--- src/rtl/alu_pkg.sv ---
// Shared definitions for the ALU command path: opcodes and sequencer state encoding.
package alu_pkg;

    localparam logic [3:0] OP_ADD   = 4'h0;
    localparam logic [3:0] OP_SUB   = 4'h1;
    localparam logic [3:0] OP_MUL   = 4'h2;
    localparam logic [3:0] OP_DIV   = 4'h3;
    localparam logic [3:0] OP_SHLA  = 4'h4;
    localparam logic [3:0] OP_SHRA  = 4'h5;
    localparam logic [3:0] OP_SHLB2 = 4'h6;
    localparam logic [3:0] OP_ROL   = 4'h7;
    localparam logic [3:0] OP_ROR   = 4'h8;
    localparam logic [3:0] OP_AND   = 4'h9;
    localparam logic [3:0] OP_OR    = 4'hA;
    localparam logic [3:0] OP_NOT   = 4'hB;
    localparam logic [3:0] OP_XOR   = 4'hC;
    localparam logic [3:0] OP_XNOR  = 4'hD;
    localparam logic [3:0] OP_GT    = 4'hE;
    localparam logic [3:0] OP_EQ    = 4'hF;

    localparam logic [1:0] ST_IDLE = 2'd0;
    localparam logic [1:0] ST_WAIT = 2'd1;
    localparam logic [1:0] ST_RESP = 2'd2;

    localparam int unsigned SETTLE_W = 4;

endpackage

--- src/rtl/alu_cmd_sequencer.sv ---
// Command-side master for the 4-bit ALU: registers operands, waits a settle
// time, captures the result and returns it over a valid/ready handshake.
module alu_cmd_sequencer
    import alu_pkg::*;
#(
    parameter int unsigned SETTLE_CYCLES = 1,
    parameter int unsigned CNT_W         = 16
) (
    input  logic             clk,
    input  logic             rst,
    input  logic             cmd_valid,
    output logic             cmd_ready,
    input  logic [3:0]       cmd_sel,
    input  logic [3:0]       cmd_a,
    input  logic [3:0]       cmd_b,
    input  logic             cmd_chain,
    output logic [3:0]       alu_a,
    output logic [3:0]       alu_b,
    output logic [3:0]       alu_sel,
    input  logic [7:0]       alu_y,
    output logic             rsp_valid,
    input  logic             rsp_ready,
    output logic [7:0]       rsp_y,
    output logic             rsp_zero,
    output logic [3:0]       rsp_sel,
    output logic [CNT_W-1:0] op_count
);

    logic [1:0]          state_q,     state_d;
    logic [SETTLE_W-1:0] cnt_q,       cnt_d;
    logic [7:0]          acc_q,       acc_d;
    logic [3:0]          alu_a_q,     alu_a_d;
    logic [3:0]          alu_b_q,     alu_b_d;
    logic [3:0]          alu_sel_q,   alu_sel_d;
    logic [7:0]          rsp_y_q,     rsp_y_d;
    logic                rsp_zero_q,  rsp_zero_d;
    logic [3:0]          rsp_sel_q,   rsp_sel_d;
    logic                rsp_valid_q, rsp_valid_d;
    logic                cmd_ready_q, cmd_ready_d;
    logic [CNT_W-1:0]    op_count_q,  op_count_d;

    // State and datapath registers; reset aborts any in-flight operation.
    always_ff @(posedge clk or posedge rst) begin
        if (rst) begin
            state_q     <= ST_IDLE;
            cnt_q       <= '0;
            acc_q       <= '0;
            alu_a_q     <= '0;
            alu_b_q     <= '0;
            alu_sel_q   <= '0;
            rsp_y_q     <= '0;
            rsp_zero_q  <= 1'b0;
            rsp_sel_q   <= '0;
            rsp_valid_q <= 1'b0;
            cmd_ready_q <= 1'b0;
            op_count_q  <= '0;
        end else begin
            state_q     <= state_d;
            cnt_q       <= cnt_d;
            acc_q       <= acc_d;
            alu_a_q     <= alu_a_d;
            alu_b_q     <= alu_b_d;
            alu_sel_q   <= alu_sel_d;
            rsp_y_q     <= rsp_y_d;
            rsp_zero_q  <= rsp_zero_d;
            rsp_sel_q   <= rsp_sel_d;
            rsp_valid_q <= rsp_valid_d;
            cmd_ready_q <= cmd_ready_d;
            op_count_q  <= op_count_d;
        end
    end

    // Next-state and datapath logic.
    always_comb begin
        state_d    = state_q;
        cnt_d      = cnt_q;
        acc_d      = acc_q;
        alu_a_d    = alu_a_q;
        alu_b_d    = alu_b_q;
        alu_sel_d  = alu_sel_q;
        rsp_y_d    = rsp_y_q;
        rsp_zero_d = rsp_zero_q;
        rsp_sel_d  = rsp_sel_q;
        op_count_d = op_count_q;

        case (state_q)
            ST_IDLE: begin
                // cmd_ready_q gates the accept so nothing is taken in the first cycle after reset
                if (cmd_ready_q && cmd_valid) begin
                    alu_a_d   = cmd_chain ? acc_q[3:0] : cmd_a;
                    alu_b_d   = cmd_b;
                    alu_sel_d = cmd_sel;
                    cnt_d     = SETTLE_W'(SETTLE_CYCLES - 1);
                    state_d   = ST_WAIT;
                end
            end
            ST_WAIT: begin
                if (cnt_q != '0) begin
                    cnt_d = cnt_q - 1'b1;
                end else begin
                    rsp_y_d    = alu_y;
                    rsp_zero_d = (alu_y == 8'h00);
                    rsp_sel_d  = alu_sel_q;
                    acc_d      = alu_y;
                    state_d    = ST_RESP;
                end
            end
            ST_RESP: begin
                if (rsp_ready) begin
                    op_count_d = op_count_q + 1'b1;
                    state_d    = ST_IDLE;
                end
            end
            default: begin
                state_d = ST_IDLE;
            end
        endcase

        cmd_ready_d = (state_d == ST_IDLE);
        rsp_valid_d = (state_d == ST_RESP);
    end

    assign cmd_ready = cmd_ready_q;
    assign alu_a     = alu_a_q;
    assign alu_b     = alu_b_q;
    assign alu_sel   = alu_sel_q;
    assign rsp_valid = rsp_valid_q;
    assign rsp_y     = rsp_y_q;
    assign rsp_zero  = rsp_zero_q;
    assign rsp_sel   = rsp_sel_q;
    assign op_count  = op_count_q;

endmodule

--- config.mk ---
export PLATFORM = sky130hd
export DESIGN_NAME = alu_cmd_sequencer
export DESIGN_NICKNAME = d
export VERILOG_FILES = /design/src/rtl/alu_pkg.sv /design/src/rtl/alu_cmd_sequencer.sv
export SDC_FILE = /design/constraint.sdc
export NUM_CORES = 1
export LEC_CHECK = 0
export CORE_ASPECT_RATIO = 1.75
export CORE_MARGIN = 2
export CORE_UTILIZATION = 46
export CTS_BUF_LIST = sky130_fd_sc_hd__clkbuf_8 sky130_fd_sc_hd__clkbuf_16
export DETAILED_ROUTE_END_ITERATION = 7
export PLACE_DENSITY = 0.84
export REMOVE_ABC_BUFFERS = 1
export SLEW_MARGIN = 40
export SYNTH_ARGS = -nofsm -noshare
export SYNTH_HDL_FRONTEND = slang
export SYNTH_SLANG_ARGS = --single-unit
--- constraint.sdc ---
create_clock -name clk -period 2.27 [get_ports clk]
set_input_delay 0.681 -clock clk [delete_from_list [all_inputs] [get_ports clk]]
set_output_delay 0.681 -clock clk [all_outputs]
set_load 0.05 [all_outputs]
# --- Word level (Yosys, flattened, before mapping) ---
# Cells that the tools add are included.
word_totals:
  n_memories: 0
  elab_cells: 37
  output_inout_bits: 43
  inputBits: 25
  mem_bits_rw: 0
  latchBits: 0
  rom_bits: 0
  regBits: 49
classes:
  shift: 0
  eq_ne: 5
  multipliers: 0
  n_reduce_logical: 10
  addsub: 2
  n_mux: 8
  n_lt_le_gt_ge: 0
  n_div: 0
  n_bitwise: 1
ops:
  columns: ["op", "n"]
  rows:
  - ["$add A16 B1 Y16 const B", 1]
  - ["$mux W4", 3]
  - ["$logic_not A8 Y1", 1]
  - ["$pmux W4 S2", 1]
  - ["$mux W2", 3]
  - ["$pmux W2 S3", 1]
  - ["$reduce_and A2 Y1", 3]
  - ["$eq A2 B2 Y1 const B", 2]
  - ["$logic_not A2 Y1", 2]
  - ["$ne A2 B2 Y1 const B", 2]
  - ["$reduce_bool A4 Y1", 1]
  - ["$sub A4 B1 Y4 const B", 1]
  - ["$reduce_and A3 Y1", 1]
  - ["$eq A2 B1 Y1 const B", 1]
  - ["$reduce_bool A2 Y1", 1]
  - ["$logic_and A1 B1 Y1", 1]
  - ["$not A1 Y1", 1]

# --- Logic depth before layout (Yosys ltp) ---
logic_depth:
  ltp_word: 4
  ltp_mapped: 6
  ltp_nobuf: 6

# --- Worst setup path before layout ---
# OpenSTA, ideal clock, no wires.
synth_timing:
  kind: "register to register"
  start: "register op_count_q[0], in the netlist op_count[0]"
  end: "register op_count_q[14], in the netlist op_count[14]"
  slack_ps: 475
  period_less_slack_ps: 1795
  t_required_ps: 2129
  arrival_time_ps: 1654
  setup_time_ps: 141
  path_stages_with_launch: 6
  n_path_buf: 0
  path_cell_list: "dfrtp_1 ha_1 nand3_1 nor4_4 nand3_1 xnor2_1"
synth_between:
  elab_chain_cells: 1
synth_lines:
  columns: ["item", "line_no", "rtl"]
  rows:
  - ["start: declaration", "alu_cmd_sequencer.sv:40", "logic [CNT_W-1:0] op_count_q, op_count_d;"]
  - ["start signal: assignment", "alu_cmd_sequencer.sv:69", "op_count_q <= op_count_d;"]
  - ["$add A16 B1 Y16", "alu_cmd_sequencer.sv:110", "op_count_d = op_count_q + 1'b1;"]
# No other way between the ends.
# A chain may end at the register's enable or synchronous reset.

# --- Worst setup path after layout ---
layout_timing:
  start: "register op_count_q[7], in the netlist op_count[7]"
  end: "output op_count[7]"
layout_rtl:
  columns: ["item", "line_no", "rtl"]
  rows:
  - ["end: declaration", "alu_cmd_sequencer.sv:26", "output logic [CNT_W-1:0] op_count"]
# No word-level cell between the ends.

==> flow_summary.json <==
{
  "min_from": "op_count[15]",
  "syn_area_mm2": 0.00213,
  "wl_met3_um": 269,
  "grt.overflow.total": 0,
  "whs_endpoint": "op_count[15]",
  "setup_viol": 0,
  "cts_setup_buffers": 0,
  "critPathKind": "reg -> out",
  "holdPathStages": 1,
  "maxCapViolCount": 0,
  "cp_cell_sequence": "clkdlybuf4s50_1",
  "drive_above_1_share": 0.196,
  "portBuffers": 67,
  "cts_tree": "done",
  "drt_wl_total_um": 4380,
  "hp-class": "reg -> reg",
  "synth_warnings": 0,
  "initialDrtViolationCount": 32,
  "hold_viol": 0,
  "antenna_cells": 0,
  "fin_area_mm2": 0.00297,
  "p_leak_nw": 1.46,
  "grt_pass1_vias": 1611,
  "met2_length_um": 2330,
  "irDropWorstVdd_mv": 1.03,
  "final_cells": 286,
  "fin_ws_ns": 0.0581,
  "yosysUniqueCellTypes": 33,
  "rrSetupSlack_ns": 0.59,
  "cp-start-kind": "flop",
  "hold_slack_ns": 0.493,
  "grt_setup_unrepaired": "false",
  "ctsResizeCount": 0,
  "reg2regPathDepth": 6,
  "placedCellCount": 279,
  "cp_num_buf_inv": 1,
  "yosys.area_share.adder": 0.0117,
  "syn_inst": 163,
  "synth-xor-area-share": 0.0698,
  "final_nets": 262,
  "crit_arrival_ns": 1.53,
  "cp_top_family": "buffers and inverters",
  "cts.path.max_buffers": 2,
  "drt-met1-wl_um": 1660,
  "clock-root-buffer": "clkbuf_8",
  "die_w_um": 55.5,
  "cts_max_level": 2,
  "place_ws_ns": 0.0492,
  "cts_sinks": 49,
  "fill_cells": 329,
  "fp-row-count": 32,
  "ys_ff_latch": 49,
  "status": "finished clean",
  "gp_congestion": 0.754,
  "placed_area_mm2": 0.00286,
  "period_share": 0.974,
  "tightestPinTransition_ns": 0.529,
  "dr.pass1.iters": 4,
  "post_synth_mux_area_share": 0.138,
  "netSwitchingPower_mw": 1.81,
  "place_hpwl_um": 3230,
  "io_pins": 68,
  "die_area_mm2": 0.00522,
  "p_int_mw": 2.23,
  "clkSlewWorstSetupHoldPaths_ns": 0.08,
  "pwr-share-comb": 0.538,
  "p_seq_frac": 0.339,
  "reg2reg_to": "cnt_q[1]",
  "grt_max_degree": 50,
  "vias": 1510,
  "synth_top_family_by_area": "simple AND/OR/NAND/NOR gates",
  "final_max_slew_viol_count": 0,
  "postRouteAntennaNets": 0,
  "slew_headroom": 0.646,
  "cts_inserted_buffers": 5,
  "synth-edff-count": 0,
  "power_density_mw_per_mm2": 1360,
  "switching_share": 0.447,
  "reg2reg_from": "cnt_q[0]",
  "regArea_mm2": 0.00123,
  "ys.flop_type": "dfrtp_1",
  "synth.yosys.seq_area_share": 0.574,
  "clk_latency_ns": 0.29,
  "fmax_ghz": 0.452,
  "die_height_um": 94.1,
  "viasPerCell": 5.28,
  "async_reset_ff_frac": 1.00,
  "routedWlPerCell_um": 15.3,
  "antenna_found_initial": 0,
  "crit_fanout": 4,
  "hold_buffers": 0,
  "grt_pass1_wl_um": 7420,
  "crit_required_ns": 1.59,
  "highest_layer": "met4",
  "fin_crit_ns": 2.21,
  "drc_errors": 0,
  "synthSimpleGateAreaFrac": 0.157,
  "cp_slowest_cell": "clkdlybuf4s50_1",
  "synth-compound-area-share": 0.0246,
  "multi_input_area_um2": 862,
  "p_clk_frac": 0.123,
  "track_usage": 0.183,
  "start_util": 0.480,
  "worstSetupEndpointType": "output pin",
  "slowest_delay_ns": 0.82,
  "syn2layout_area_growth_pct": 39.0,
  "syn_avg_cell_area_um2": 13.1,
  "core_area_mm2": 0.00444,
  "finalClockSkew_ns": 0.00427
}
per-layer routing:
layer | up-vias | GRT usage
li1 | 704 | -
met1 | 741 | 0.205
met2 | 54 | 0.315
met3 | 11 | 0.0468
met4 | 0 | 0.0976
met5 | - | 0
stage by stage:
| stage | power, mW | utilization | TNS [ns] |
|---|---|---|---|
| final | 4.04 | 0.668 | 0 |
| after detailed placement | 3.57 | 0.644 | 0 |
| after global placement | 3.54 | 0.644 | 0 |
| after floorplan | 2.83 | - | -1.42 |
| after global routing | 4.24 | 0.668 | 0 |
| after CTS | 4.09 | 0.663 | 0 |
sequential cells by signal, summed over array words and instances (netlist names):
name / cells
rsp_sel: 4
cnt_q: 4
alu_b: 4
alu_sel: 4
rsp_zero: 1
op_count: 16
state_q: 2
alu_a: 4
rsp_valid: 1
rsp_y: 8
cmd_ready: 1
power groups by stage:
stage / clock [mW] / combinational (mW) / sequential [mW]
4_1_cts: 0.520 / 2.19 / 1.37
3_3_place_gp: 0 / 2.17 / 1.37
5_1_grt: 0.561 / 2.27 / 1.41
3_5_place_dp: 0 / 2.19 / 1.39
2_1_floorplan: 0 / 0.543 / 2.29
6_report: 0.497 / 2.18 / 1.37
cells in the final DEF, fill, tap and decap left out, drive strengths merged:
| cell | instances |
|---|---|
| a31o | 2 |
| nor2b | 1 |
| clkbuf | 6 |
| nand4 | 4 |
| or4b | 1 |
| clkdlybuf4s50 | 54 |
| dlymetal6s2s | 8 |
| nand3b | 1 |
| inv | 5 |
| xnor2 | 10 |
| and3b | 1 |
| o21ai | 3 |
| nand2b | 1 |
| nand3 | 10 |
| ha | 2 |
| nand2 | 11 |
| nor2 | 10 |
| nor3 | 4 |
| dfrtp | 49 |
| xor2 | 7 |
| nor3b | 1 |
| or2 | 1 |
| mux2i | 4 |
| buf | 8 |
| a21oi | 4 |
| and3 | 1 |
| nor4 | 5 |
| or3b | 1 |
| mux2 | 20 |
layout make-up:
class                   instances  area share
clock buffers                   6      0.0278
flip-flops and latches         49       0.413
inverters                       4     0.00506
clock inverters                 1     0.00127
well taps                      51      0.0215
repair buffers                 70       0.240
multi-input cells             105       0.291
cell usage after synthesis, drive strengths merged (2+ instances only):
cell type  number  area (um2)
a21oi           4        20.0
dfrtp          49        1230
nor3            4        20.0
mux2           20         255
nor4            5        61.3
nand4           4        25.0
nor2           10        37.5
inv             4        15.0
o21ai           3        15.0
xor2            7        61.3
ha              2        25.0
mux2i           4        40.0
xnor2          10        87.6
a31o            2        17.5
buf             5        36.3
nand3          10        62.6
nand2          11        43.8
how the worst max path moves through the flow:
| stage | slack [ns] | from | depth (start not counted) | to |
|---|---|---|---|---|
| after floorplan | -0.16 | cmd_valid | 3 | alu_b[0] |
| after global placement | 0.10 | rsp_ready | 5 | op_count[15] |
| after detailed placement | 0.05 | rsp_ready | 5 | op_count[15] |
| after CTS | 0.01 | op_count[5] | 1 | op_count[5] |
| after global routing | 0.01 | op_count[14] | 1 | op_count[14] |
| final | 0.06 | op_count[7] | 1 | op_count[7] |
cells by family (layout without fill, tap and decap cells):
logic type | Yosys count | in the layout
AND/OR/NAND/NOR | 53 | 53
flip-flops | 49 | 49
multiplexers | 24 | 24
XOR/XNOR | 17 | 17
AO/OA/AOI/OAI | 9 | 9
buffers and inverters | 9 | 81
adder cells (fa/ha/maj) | 2 | 2
(Power assumes the default switching activity.)
